==> src/rtl/mips_mc_pkg.sv <==
// Shared constants for the manycore MIPS shared-memory path: window geometry and
// arbiter state encodings.
package mips_mc_pkg;

  localparam logic [31:0] SHARED_BASE  = 32'd128;
  localparam int unsigned SHARED_WORDS = 32;
  localparam int unsigned MEM_AW       = 5;

  localparam logic [1:0] ST_IDLE   = 2'd0;
  localparam logic [1:0] ST_ACCESS = 2'd1;
  localparam logic [1:0] ST_ACK    = 2'd2;
  localparam logic [1:0] ST_LOCKED = 2'd3;

endpackage

==> src/rtl/shared_mem_arbiter_rr_pick.sv <==
// Combinational round-robin selector: first set request strictly after rr_ptr_i,
// wrapping modulo N. Reusable by other arbiters.
module rr_pick #(
  parameter int unsigned N     = 4,
  parameter int unsigned IDX_W = 2
) (
  input  logic [N-1:0]     req_i,
  input  logic [IDX_W-1:0] rr_ptr_i,
  output logic [IDX_W-1:0] winner_o,
  output logic             valid_o
);

  int unsigned cand;

  always_comb begin
    winner_o = '0;
    valid_o  = 1'b0;
    cand     = 0;
    for (int unsigned k = 1; k <= N; k++) begin
      cand = (int'(rr_ptr_i) + k) % N;
      if (!valid_o && req_i[cand]) begin
        valid_o  = 1'b1;
        winner_o = IDX_W'(cand);
      end
    end
  end

endmodule

==> src/rtl/shared_mem_arbiter.sv <==
// Round-robin arbiter sharing one shared-data RAM port among NUM_CORES cores.
// Optional bus locking for atomic RMW is enabled with `define SHARED_ARB_LOCK_EN.
module shared_mem_arbiter #(
  parameter int unsigned NUM_CORES    = 4,
  parameter int unsigned IDX_W        = 2,
  parameter logic [31:0] SHARED_BASE  = mips_mc_pkg::SHARED_BASE,
  parameter int unsigned SHARED_WORDS = mips_mc_pkg::SHARED_WORDS
) (
  input  logic                    clk,
  input  logic                    reset,
`ifdef SHARED_ARB_LOCK_EN
  input  logic [NUM_CORES-1:0]    lock,
`endif
  input  logic [NUM_CORES-1:0]    req,
  input  logic [NUM_CORES-1:0]    we,
  input  logic [32*NUM_CORES-1:0] addr_bus,
  input  logic [32*NUM_CORES-1:0] wdata_bus,
  output logic [NUM_CORES-1:0]    ack,
  output logic [31:0]             rdata,
  output logic                    err,
  output logic                    mem_en,
  output logic                    mem_we,
  output logic [4:0]              mem_addr,
  output logic [31:0]             mem_wdata,
  input  logic [31:0]             mem_rdata,
  output logic [IDX_W-1:0]        grant_idx
);

  import mips_mc_pkg::*;

  localparam logic [31:0] SHARED_END = SHARED_BASE + 32'(SHARED_WORDS * 4);

  logic [1:0]       state_q, state_d;
  logic [IDX_W-1:0] owner_q, owner_d;
  logic [IDX_W-1:0] rr_ptr_q, rr_ptr_d;
  logic             we_q, we_d;
  logic [31:0]      addr_q, addr_d;
  logic [31:0]      wdata_q, wdata_d;
  logic [31:0]      rdata_q, rdata_d;
  logic             flag_q, flag_d;

  logic [IDX_W-1:0] pick_idx, load_idx;
  logic             pick_valid, load_en, in_win;
  logic [MEM_AW-1:0] word_idx;
  logic [31:0]      addr_a  [NUM_CORES];
  logic [31:0]      wdata_a [NUM_CORES];

  rr_pick #(
    .N     (NUM_CORES),
    .IDX_W (IDX_W)
  ) u_pick (
    .req_i    (req),
    .rr_ptr_i (rr_ptr_q),
    .winner_o (pick_idx),
    .valid_o  (pick_valid)
  );

  always_comb begin
    for (int unsigned i = 0; i < NUM_CORES; i++) begin
      addr_a[i]  = addr_bus[32*i +: 32];
      wdata_a[i] = wdata_bus[32*i +: 32];
    end
  end

  assign in_win   = (addr_q[1:0] == 2'b00) && (addr_q >= SHARED_BASE) && (addr_q < SHARED_END);
  assign word_idx = MEM_AW'((addr_q - SHARED_BASE) >> 2);

  assign mem_en    = (state_q == ST_ACCESS) && in_win;
  assign mem_we    = mem_en && we_q;
  assign mem_addr  = mem_en ? word_idx : '0;
  assign mem_wdata = mem_en ? wdata_q : '0;

  always_comb begin
    ack = '0;
    if (state_q == ST_ACK) ack[owner_q] = 1'b1;
  end

  // Writes present zero in their ack cycle; the last read value stays in rdata_q.
  assign rdata     = (state_q == ST_ACK && we_q) ? '0 : rdata_q;
  assign err       = (state_q == ST_ACK) && flag_q;
  assign grant_idx = owner_q;

  always_comb begin
    state_d  = state_q;
    owner_d  = owner_q;
    rr_ptr_d = rr_ptr_q;
    we_d     = we_q;
    addr_d   = addr_q;
    wdata_d  = wdata_q;
    rdata_d  = rdata_q;
    flag_d   = flag_q;
    load_en  = 1'b0;
    load_idx = pick_idx;
    case (state_q)
      ST_IDLE: begin
        if (pick_valid) begin
          load_en = 1'b1;
          state_d = ST_ACCESS;
        end
      end
      ST_ACCESS: begin
        flag_d = !in_win;
        if (!in_win)   rdata_d = '0;
        else if (!we_q) rdata_d = mem_rdata;
        state_d = ST_ACK;
      end
      ST_ACK: begin
`ifdef SHARED_ARB_LOCK_EN
        if (lock[owner_q]) begin
          state_d = ST_LOCKED;
        end else begin
          rr_ptr_d = owner_q;
          state_d  = ST_IDLE;
        end
`else
        rr_ptr_d = owner_q;
        state_d  = ST_IDLE;
`endif
      end
`ifdef SHARED_ARB_LOCK_EN
      ST_LOCKED: begin
        if (!lock[owner_q]) begin
          rr_ptr_d = owner_q;
          state_d  = ST_IDLE;
        end else if (req[owner_q]) begin
          load_en  = 1'b1;
          load_idx = owner_q;
          state_d  = ST_ACCESS;
        end
      end
`endif
      default: state_d = ST_IDLE;
    endcase
    if (load_en) begin
      owner_d = load_idx;
      we_d    = we[load_idx];
      addr_d  = addr_a[load_idx];
      wdata_d = wdata_a[load_idx];
    end
  end

  always_ff @(posedge clk or posedge reset) begin
    if (reset) begin
      state_q  <= ST_IDLE;
      owner_q  <= '0;
      rr_ptr_q <= IDX_W'(NUM_CORES - 1);
      we_q     <= 1'b0;
      addr_q   <= '0;
      wdata_q  <= '0;
      rdata_q  <= '0;
      flag_q   <= 1'b0;
    end else begin
      state_q  <= state_d;
      owner_q  <= owner_d;
      rr_ptr_q <= rr_ptr_d;
      we_q     <= we_d;
      addr_q   <= addr_d;
      wdata_q  <= wdata_d;
      rdata_q  <= rdata_d;
      flag_q   <= flag_d;
    end
  end

endmodule

==> config.mk <==
export PLATFORM = sky130hd
export DESIGN_NAME = shared_mem_arbiter
export DESIGN_NICKNAME = d
export VERILOG_FILES = /design/src/rtl/mips_mc_pkg.sv /design/src/rtl/shared_mem_arbiter_rr_pick.sv /design/src/rtl/shared_mem_arbiter.sv
export SDC_FILE = /design/constraint.sdc
export NUM_CORES = 1
export LEC_CHECK = 0
export ABC_AREA = 1
export ABC_CLOCK_PERIOD_IN_PS = 3810
export CORE_AREA = 2 2 145 147
export DETAILED_ROUTE_END_ITERATION = 6
export DIE_AREA = 0 0 147 149
export MAX_ROUTING_LAYER = met4
export PLACE_DENSITY = 0.74
export REMOVE_ABC_BUFFERS = 1
export SETUP_SLACK_MARGIN = 0.4
export SLEW_MARGIN = 20
export SYNTH_ARGS = -nofsm -noshare
export SYNTH_HDL_FRONTEND = slang
export SYNTH_SLANG_ARGS = --single-unit
==> constraint.sdc <==
create_clock -name clk -period 3.81 [get_ports clk]
set_input_delay 0.762 -clock clk [delete_from_list [all_inputs] [get_ports clk]]
set_output_delay 0.762 -clock clk [all_outputs]
set_load 0.02 [all_outputs]
==> results of run 1 <==
critical path, stage by stage (launching register included):
cell             delay (ps)
dfrtp_1                 380
nor2_1                  130
nand4_1                 110
nor2_1                  170
nand4_1                 130
nor2_2                  190
buf_6                   280
clkdlybuf4s50_1         660
worst paths after layout:
path	startpoint	end	slack [ps]	cells past startpoint
max reg2reg	rr_ptr_q[0]	addr_q[21]	1110	14
max	addr_q[25]	mem_en	630	7
max in group asynchronous	reset	rr_ptr_q[1]	2230	3
min reg2reg	state_q[1]	state_q[1]	480	1
min	state_q[1]	state_q[1]	480	1
min in group asynchronous	reset	wdata_q[20]	790	2
cell usage after synthesis, drive strengths merged:
| cell type | count |
|---|---|
| buf | 34 |
| nand4 | 5 |
| clkinv | 2 |
| dfrtp | 102 |
| clkbuf | 44 |
| nand3b | 41 |
| nor3 | 1 |
| a21oi | 2 |
| nor2 | 68 |
| nand3 | 232 |
| nand2 | 449 |
| o21ai | 36 |
| inv | 279 |
| or2 | 25 |
| dfstp | 2 |
logic make-up after synthesis:
family	synth area share
simple gates	0.4619
compound gates	0.02402
flops	0.3290
buf+inv	0.1851
layout make-up:
class,instances,area (sq um),area share
antenna,1,2.502,0.0002051
tap,275,344.1,0.02820
clock buffer,9,225.2,0.01846
clock inverter,7,72.57,0.005947
sequential,104,2605,0.2135
inverter,281,1064,0.08716
timing repair buffer,393,4031,0.3304
multi-input combinational,859,3857,0.3161
through the flow:
step / setup slack [ps] / power, mW / utilization / hold slack, ps
2_1_floorplan: -470.3 / 5.914 / - / 435.9
3_3_place_gp: 642.7 / 7.866 / 0.5739 / 450.8
3_5_place_dp: 584.1 / 7.952 / 0.5739 / 459.0
4_1_cts: 401.1 / 8.930 / 0.5892 / 485.5
5_1_grt: 410.3 / 9.843 / 0.5935 / 495.8
6_report: 626.4 / 8.819 / 0.5935 / 480.8
sequential cells by signal, indices dropped and copies added (netlist names):
register,cells
state_q,2
we_q,1
rr_ptr_q,2
wdata_q,32
rdata_q,32
flag_q,1
grant_idx,2
addr_q,32
timing repair:
action,CTS,global route
buffers inserted,1,0
endpoints found under the setup margin,24,34
gates resized for setup,6,34
report_power, final:
part | leakage (nW) | switching, mW | total (mW) | internal, mW
registers | 1.32 | 0.243 | 1.79 | 1.55
logic | 5.77 | 4.01 | 6.08 | 2.07
clock network | 0.143 | 0.479 | 0.944 | 0.465
total | 7.24 | 4.74 | 8.82 | 4.08
routing by layer:
metal | global-route usage | up-vias
met3 | 0.03425 | 56
met1 | 0.3045 | 4127
met4 | 0.1043 | 0
met2 | 0.4251 | 306
met5 | - | -
li1 | - | 4599
cell usage in the layout (no fill, tap or decap), drive strengths merged, types with 25 or more instances in the layout:
| cell type | Yosys | final |
|---|---|---|
| nand2 | 449 | 449 |
| inv | 279 | 282 |
| o21ai | 36 | 36 |
| dfrtp | 102 | 102 |
| clkdlybuf4s50 | 0 | 337 |
| nand3 | 232 | 232 |
| dlymetal6s2s | 0 | 33 |
| or2 | 25 | 25 |
| nor2 | 68 | 68 |
| nand3b | 41 | 41 |
==> qor.yml, run 1 <==
placement:
  dp.cells: 1911
  place_area_sq_um: 11800
  dp_hpwl_microns: 20170
  place_congestion: 0.8784
  io_buffers: 375
layout:
  final_cells: 1929
  final_cell_area_sq_um: 12200
  syn2layout_area_growth_pct: 54.11
  nNetsFinal: 1946
  n_fill_cell: 2002
  drive_gt1_frac: 0.04235
yosys:
  yosysTopAreaCellShare: 0.3224
  syn_area_per_cell_sq_um: 5.989
  synthCells: 1322
  yosysUniqueCellTypes: 25
  synth-seq-cells: 104
  syn-cell-area_sq_um: 7918
  ys.warnings.count: 0
  yosysSeqAreaShare: 0.3290
  ys_top_cells_by_area: "dfrtp_1 32%, nand2_1 21%, nand3_1 15%"
  yosys.area.top_type: "dfrtp_1"
sta:
  max_slew.worst_pin.slew_ps: 832.1
  max_slew_margin: 0.4453
  slew_violations: 0
  hold_viol_final: 0
  finalSetupViolations: 0
  min_period_over_period: 0.8356
  skew_ps: 10.98
  rsz0062_at_grt: "false"
  min_period_ps: 3184
  tns_ps: 0
  fmax_mhz: 314.1
detailed_routing:
  wl_met2_microns: 13450
  drtIter0Drc: 492
  wl_per_cell_microns: 14.08
  drt-met1-wl_microns: 11420
  via_per_inst: 4.711
  drtAntennaViolNets: 0
  finalWirelength_microns: 27160
  firstDrtPassIters: 5
  drc_errors: 0
  vias: 9088
  top_layer: "met4"
  routed-wl-met3_microns: 1363
global_route:
  grt_pass1_vias: 8740
  antenna_found_initial: 1
  grt_pass1_wl_microns: 43290
  grt_usage: 0.2514
  grt_max_degree: 81
  overflow: 0
die:
  ioPinCount: 376
  core_area_sq_um: 20560
  die_area_sq_um: 21900
  die_y_microns: 149
  dieWidth_microns: 147
  initial_core_util: 0.3851
  placementRows: 53
cts:
  insertion_delay_ps: 360
  cts_buffers: 9
  clk_path_buf_depth: 2
  cts_tree: "built"
  clock_sinks: 104
  cts_max_level: 3
  clk_pin_slew_worst_paths_ps: 80
  clock-root-buffer: "clkbuf_16"
  cts_hold_buf: 0
worst_setup_path:
  cp_data_required_time_ps: 3050
  arrival_ps: 2420
  crit_type: "reg -> out"
  critPathCaptureType: "output pin"
  path_max_fanout: 34
  worst_setup_path_start_kind: "flop"
run:
  cap_violations: 0
status:
  status: "completed"
power_and_ir_drop:
  power-per-cell-area_nw_per_um2: 722.8
  max-vdd-ir-drop_uv: 681.5
  leakagePower_nw: 7.237
hold_path:
  min_path_type: "reg -> reg"
(Power assumes the default switching activity.)
==> inputs of run 2 (changes only) <==
--- a/config.mk
+++ b/config.mk
@@ -6,12 +6,11 @@
 export NUM_CORES = 1
 export LEC_CHECK = 0
 export ABC_AREA = 1
-export ABC_CLOCK_PERIOD_IN_PS = 3810
-export CORE_AREA = 2 2 145 147
+export ABC_CLOCK_PERIOD_IN_PS = 2890
+export CORE_UTILIZATION = 38
 export DETAILED_ROUTE_END_ITERATION = 6
-export DIE_AREA = 0 0 147 149
 export MAX_ROUTING_LAYER = met4
-export PLACE_DENSITY = 0.74
+export PLACE_DENSITY = 0.75
 export REMOVE_ABC_BUFFERS = 1
 export SETUP_SLACK_MARGIN = 0.4
 export SLEW_MARGIN = 20
==> constraint.sdc (replaced) <==
create_clock -name clk -period 2.89 [get_ports clk]
set_input_delay 0.578 -clock clk [delete_from_list [all_inputs] [get_ports clk]]
set_output_delay 0.578 -clock clk [all_outputs]
set_load 0.02 [all_outputs]
==> run 2 against run 1 <==
Compared with the run above:
- hold slack improved by 3.4 ps
- die area is 2.2% lower
- sequential cell count unchanged
- non-clock buffer count is 18 higher
- final cell count is 0.62% higher
- setup slack worse by 230 ps
- wire length grew 2.2%
- global-route usage is 0.98 points higher
- clock skew decreased by 2.0 ps
- critical endpoint is now mem_wdata[17]
- largest cell class unchanged
==> qor.yml, run 2 (same netlist as run 1, synthesis figures left out) <==
status:
  status: "completed"
die:
  core_area_sq_um: 20300
  initial_core_util: 0.3900
  dieWidth_microns: 146.3
  ioPinCount: 376
  die_area_sq_um: 21420
  placementRows: 52
  die_y_microns: 146.3
detailed_routing:
  firstDrtPassIters: 6
  finalWirelength_microns: 27750
  vias: 9216
  via_per_inst: 4.748
  drtIter0Drc: 472
  drtAntennaViolNets: 0
  wl_per_cell_microns: 14.30
  drc_errors: 0
cts:
  cts_max_level: 3
  clk_pin_slew_worst_paths_ps: 80
  cts_buffers: 9
  cts_hold_buf: 0
  insertion_delay_ps: 350
  cts_tree: "built"
  clock-root-buffer: "clkbuf_16"
  clk_path_buf_depth: 2
  clock_sinks: 104
worst_setup_path:
  cp_data_required_time_ps: 2310
  path_max_fanout: 24
  arrival_ps: 1920
  crit_type: "reg -> out"
  worst_setup_path_start_kind: "flop"
  critPathCaptureType: "output pin"
layout:
  n_antenna_cell: 0
  drive_gt1_frac: 0.08977
  reg_top3: "addr_q x32, rdata_q x32, wdata_q x32"
  multi_input_area_sq_um: 3961
  final_common_cell: "nand2_1"
  final_cell_mix: "440 x nand2_1, 302 x clkdlybuf4s50_1, 272 x inv_1, 231 x nand3_1, 102 x dfrtp_1"
  n_fill_cell: 1913
  nNetsFinal: 1964
  seq_area_sq_um: 2605
  final_cell_area_sq_um: 12470
  final_cells: 1941
  syn2layout_area_growth_pct: 57.47
global_route:
  grt_pass1_vias: 8755
  globalRouteMet3Util: 0.03656
  grt_use_met2: 0.4388
  antenna_found_initial: 0
  grt_pass1_wl_microns: 43750
  grt_max_degree: 81
  busiest_layer: "met2"
  grt_usage: 0.2612
  overflow: 0
  use_met1: 0.3195
sta:
  min_period_ps: 2498
  fmax_mhz: 400.3
  rsz0062_at_grt: "true"
  max_slew.worst_pin.slew_ps: 556.4
  tns_ps: 0
  max_slew_margin: 0.6291
  finalSetupViolations: 0
  slew_violations: 0
  skew_ps: 8.972
  hold_viol_final: 0
  min_period_over_period: 0.8644
power_and_ir_drop:
  max-vdd-ir-drop_uv: 841.2
  power-per-cell-area_nw_per_um2: 1027
  leakagePower_nw: 7.015
placement:
  dp_hpwl_microns: 20140
  place_area_sq_um: 11980
  io_buffers: 375
  dp.cells: 1918
  place_congestion: 0.9461
hold_path:
  min_path_type: "reg -> reg"
run:
  cap_violations: 0
-- run 2: cell type report --
class | instances | share of cell area
sequential | 104 | 0.2089
clock inverter | 7 | 0.007025
multi-input combinational | 859 | 0.3177
tap | 270 | 0.02709
inverter | 281 | 0.08540
timing repair buffer | 411 | 0.3358
clock buffer | 9 | 0.01806
-- run 2: worst max-delay path, stage by stage, from the launching register on --
cell and delay, ps:
dfrtp_1 400, nor2_2 130, nand4_1 110, nor2_2 160, nand4_1 130, nor2_2 130
inv_2 80, buf_12 160, nor2_1 120, buf_4 150
-- run 2: timing repair --
item                                    4_1_cts  5_1_grt
endpoints found under the setup margin       73      106
gates resized for setup                     258       33
pin swaps                                     4        6
buffers inserted                              1        3
gates cloned                                  0        3
-- run 2: final timing paths --
| check | from | to | slack [ps] | cells past startpoint |
|---|---|---|---|---|
| setup reg to reg | rr_ptr_q[0] | wdata_q[25] | 570 | 14 |
| min in group asynchronous | reset | wdata_q[4] | 650 | 2 |
| hold / removal | wdata_q[30] | wdata_q[30] | 480 | 2 |
| hold reg to reg | wdata_q[30] | wdata_q[30] | 480 | 2 |
| setup / recovery | addr_q[29] | mem_wdata[17] | 390 | 9 |
| max in group asynchronous | reset | rr_ptr_q[0] | 1570 | 3 |
-- run 2: stage by stage --
stage | hold WS, ps | total power [mW] | setup WS [ps] | util
after global placement | 454.0 | 10.74 | 109.5 | 0.5900
after detailed placement | 465.0 | 10.89 | 94.10 | 0.5900
final | 484.2 | 12.80 | 391.8 | 0.6142
after floorplan | 435.9 | 7.794 | -1234 | -
after CTS | 485.9 | 12.27 | 273.6 | 0.6039
after global routing | 494.5 | 14.07 | 234.2 | 0.6142
-- run 2: routing by layer --
metal	part of all wire	up-vias
li1	-	4637
met1	0.42	4154
met2	0.49	368
met3	0.061	57
met4	0.034	0
met5	0	-
-- run 2: report_power, final --
part / switching, mW / internal [mW]
clock network: 0.611 / 0.696
logic: 5.62 / 3.50
registers: 0.333 / 2.04
==> inputs of run 3 (changes only) <==
--- a/config.mk
+++ b/config.mk
@@ -6,7 +6,7 @@
 export NUM_CORES = 1
 export LEC_CHECK = 0
 export ABC_AREA = 1
-export ABC_CLOCK_PERIOD_IN_PS = 2890
+export ABC_CLOCK_PERIOD_IN_PS = 2200
 export CORE_UTILIZATION = 38
 export DETAILED_ROUTE_END_ITERATION = 6
 export MAX_ROUTING_LAYER = met4
==> constraint.sdc (replaced) <==
create_clock -name clk -period 2.2 [get_ports clk]
set_input_delay 0.44 -clock clk [delete_from_list [all_inputs] [get_ports clk]]
set_output_delay 0.44 -clock clk [all_outputs]
set_load 0.02 [all_outputs]
==> run 3 against run 2 <==
Compared with the run above:
- the flow now finishes with violations (negative setup slack)
- clock skew rose by 3.5 ps
- global-route usage rose by 7.5 points
- combinational power rose by 140%
- final area rose by 25%
- non-clock buffer count rose by 133
- clock power rose by 29%
- register-to-register slack got worse by 850 ps
- utilization rose by 15 points
- setup slack got worse by 670 ps
- total power rose by 110%
- critical path type is now reg -> reg
- largest cell class unchanged
- highest routed layer unchanged
==> qor.yml, run 3 (same netlist as run 1, synthesis figures left out) <==
worst_setup_path:
  arrival_ps: 2780
  path_max_fanout: 7
  cp-startpoint: "rr_ptr_q[0]"
  reg2reg_to: "wdata_q[5]"
  cp_data_required_time_ps: 2500
  crit_type: "reg -> reg"
  critPathCaptureType: "flop"
  r2r_slack_ps: -280
  crit_path_end: "wdata_q[5]"
  reg2reg_from: "rr_ptr_q[0]"
  reg2regPathDepth: 17
  worst_setup_path_start_kind: "flop"
detailed_routing:
  via_per_inst: 5.137
  drc_errors: 0
  drtAntennaViolNets: 0
  finalWirelength_microns: 37550
  drtIter0Drc: 606
  vias: 10670
  wl_per_cell_microns: 18.09
  firstDrtPassIters: 5
sta:
  finalSetupViolations: 110
  max_slew_margin: 0.6737
  max_slew.worst_pin.slew_ps: 489.4
  skew_ps: 12.45
  slew_violations: 0
  hold_viol_final: 0
  hold_ws_ps: 469.0
  min_period_over_period: 1.126
  min_period_ps: 2477
  worst_slack_ps: -276.8
  fmax_mhz: 403.7
  rsz0062_at_grt: "true"
layout:
  final_cell_mix: "366 x nand2_1, 298 x clkdlybuf4s50_1, 240 x inv_1, 156 x nand3_1, 102 x dfrtp_1"
  final_common_cell: "nand2_1"
  multi_input_area_sq_um: 4847
  seq_area_sq_um: 2605
  drive_gt1_frac: 0.2864
  syn2layout_area_growth_pct: 96.48
  reg_top3: "addr_q x32, rdata_q x32, wdata_q x32"
  nNetsFinal: 2098
  n_fill_cell: 1379
die:
  initial_core_util: 0.3900
  dieWidth_microns: 146.3
  placementRows: 52
  die_y_microns: 146.3
  core_area_sq_um: 20300
  ioPinCount: 376
  die_area_sq_um: 21420
cts:
  clock_sinks: 104
  cts_buffers: 9
  clk_path_buf_depth: 2
  insertion_delay_ps: 360
  clock-root-buffer: "clkbuf_16"
  cts_tree: "built"
  cts_max_level: 3
  clk_pin_slew_worst_paths_ps: 90
global_route:
  grt_max_degree: 43
  grt_pass1_wl_microns: 54690
  grt_usage: 0.3361
  overflow: 0
  grt_pass1_vias: 10460
  antenna_found_initial: 1
power_and_ir_drop:
  leakagePower_nw: 8.200
  power-per-cell-area_nw_per_um2: 1698
  max-vdd-ir-drop_uv: 1217
status:
  violations: "negative setup slack"
  status: "complete, but fails checks"
run:
  cap_violations: 0
placement:
  io_buffers: 375
  place_congestion: 0.9397
  post-place-ws_ps: -395.6
  dp_hpwl_microns: 20660
hold_path:
  min_path_type: "in -> async"
-- run 3: changes by cell type in the layout (fill, tap and decap cells not counted), sizes merged --
| cell | previous run | this run |
|---|---|---|
| clkbuf | 12 | 14 |
| nand2 | 449 | 450 |
| dlygate4sd2 | 34 | 0 |
| bufinv | 1 | 0 |
| clkdlybuf4s50 | 302 | 298 |
| buf | 72 | 239 |
| bufbuf | 0 | 1 |
| clkinvlp | 1 | 0 |
| inv | 283 | 285 |
| dlymetal6s2s | 0 | 1 |
| diode | 0 | 1 |
-- run 3: through the flow --
stage,area (sq um),setup TNS [ps],utilization,cells,power (mW)
after global routing,15560,-29170,0.7663,2076,28.02
after detailed placement,12320,-30850,0.6068,1950,15.49
after global placement,12320,-24420,0.6068,1950,15.29
after floorplan,7510,-287810,-,1244,9.709
final,15560,-18920,0.7663,2076,26.42
after CTS,14760,-13130,0.7271,2047,24.84
-- run 3: timing repair --
action                                  CTS  global route
gates cloned                             27             8
hold buffers                              0             0
pin swaps                                41            25
setup buffers                            54            20
endpoints found under the setup margin  179           179
gates resized for setup                 685           139
-- run 3: critical path: stages (launching register included) --
cell and delay [ps]:
dfstp_2 600, inv_4 80, nand2_2 100, nand2_4 70, nand2_2 100, nand2_4 90, nor2_4 140, buf_6 110
nand4_1 150, nand2_4 140, buf_12 110, inv_8 30, nor2_4 160, buf_6 150, buf_12 100, buf_16 120
nand3_2 80, nand3_2 90
-- run 3: worst min path at each step --
stage                       endpoint  cells after the start  startpoint  slack [ps]
after floorplan           state_q[1]                      1  state_q[1]         440
after global placement    state_q[1]                      1  state_q[1]         460
after detailed placement  state_q[1]                      1  state_q[1]         460
after global routing      wdata_q[5]                      2       reset         480
after CTS                 wdata_q[4]                      2       reset         440
final                     wdata_q[5]                      2       reset         470
-- run 3: per-layer routing --
layer / part of all wire / GRT usage / up-vias / routed length (microns)
met4: 0.052 / 0.1672 / 0 / 1965
met1: 0.37 / 0.4026 / 4993 / 14030
met5: 0 / - / - / 0
met2: 0.50 / 0.5500 / 587 / 18700
met3: 0.076 / 0.05125 / 145 / 2861
li1: - / - / 4940 / -
-- run 3: cell type report --
type | count | area share
repair buffers | 544 | 0.4105
multi-input cells | 860 | 0.3116
flip-flops and latches | 104 | 0.1675
inverters | 281 | 0.06957
well taps | 270 | 0.02172
clock buffers | 9 | 0.01448
clock inverters | 7 | 0.004504
diodes | 1 | 0.0001609
-- run 3: power breakdown --
| group | internal, mW | switching, mW |
|---|---|---|
| Clock | 0.809 | 0.885 |
| Sequential | 2.68 | 0.437 |
| Combinational | 10.6 | 11.0 |
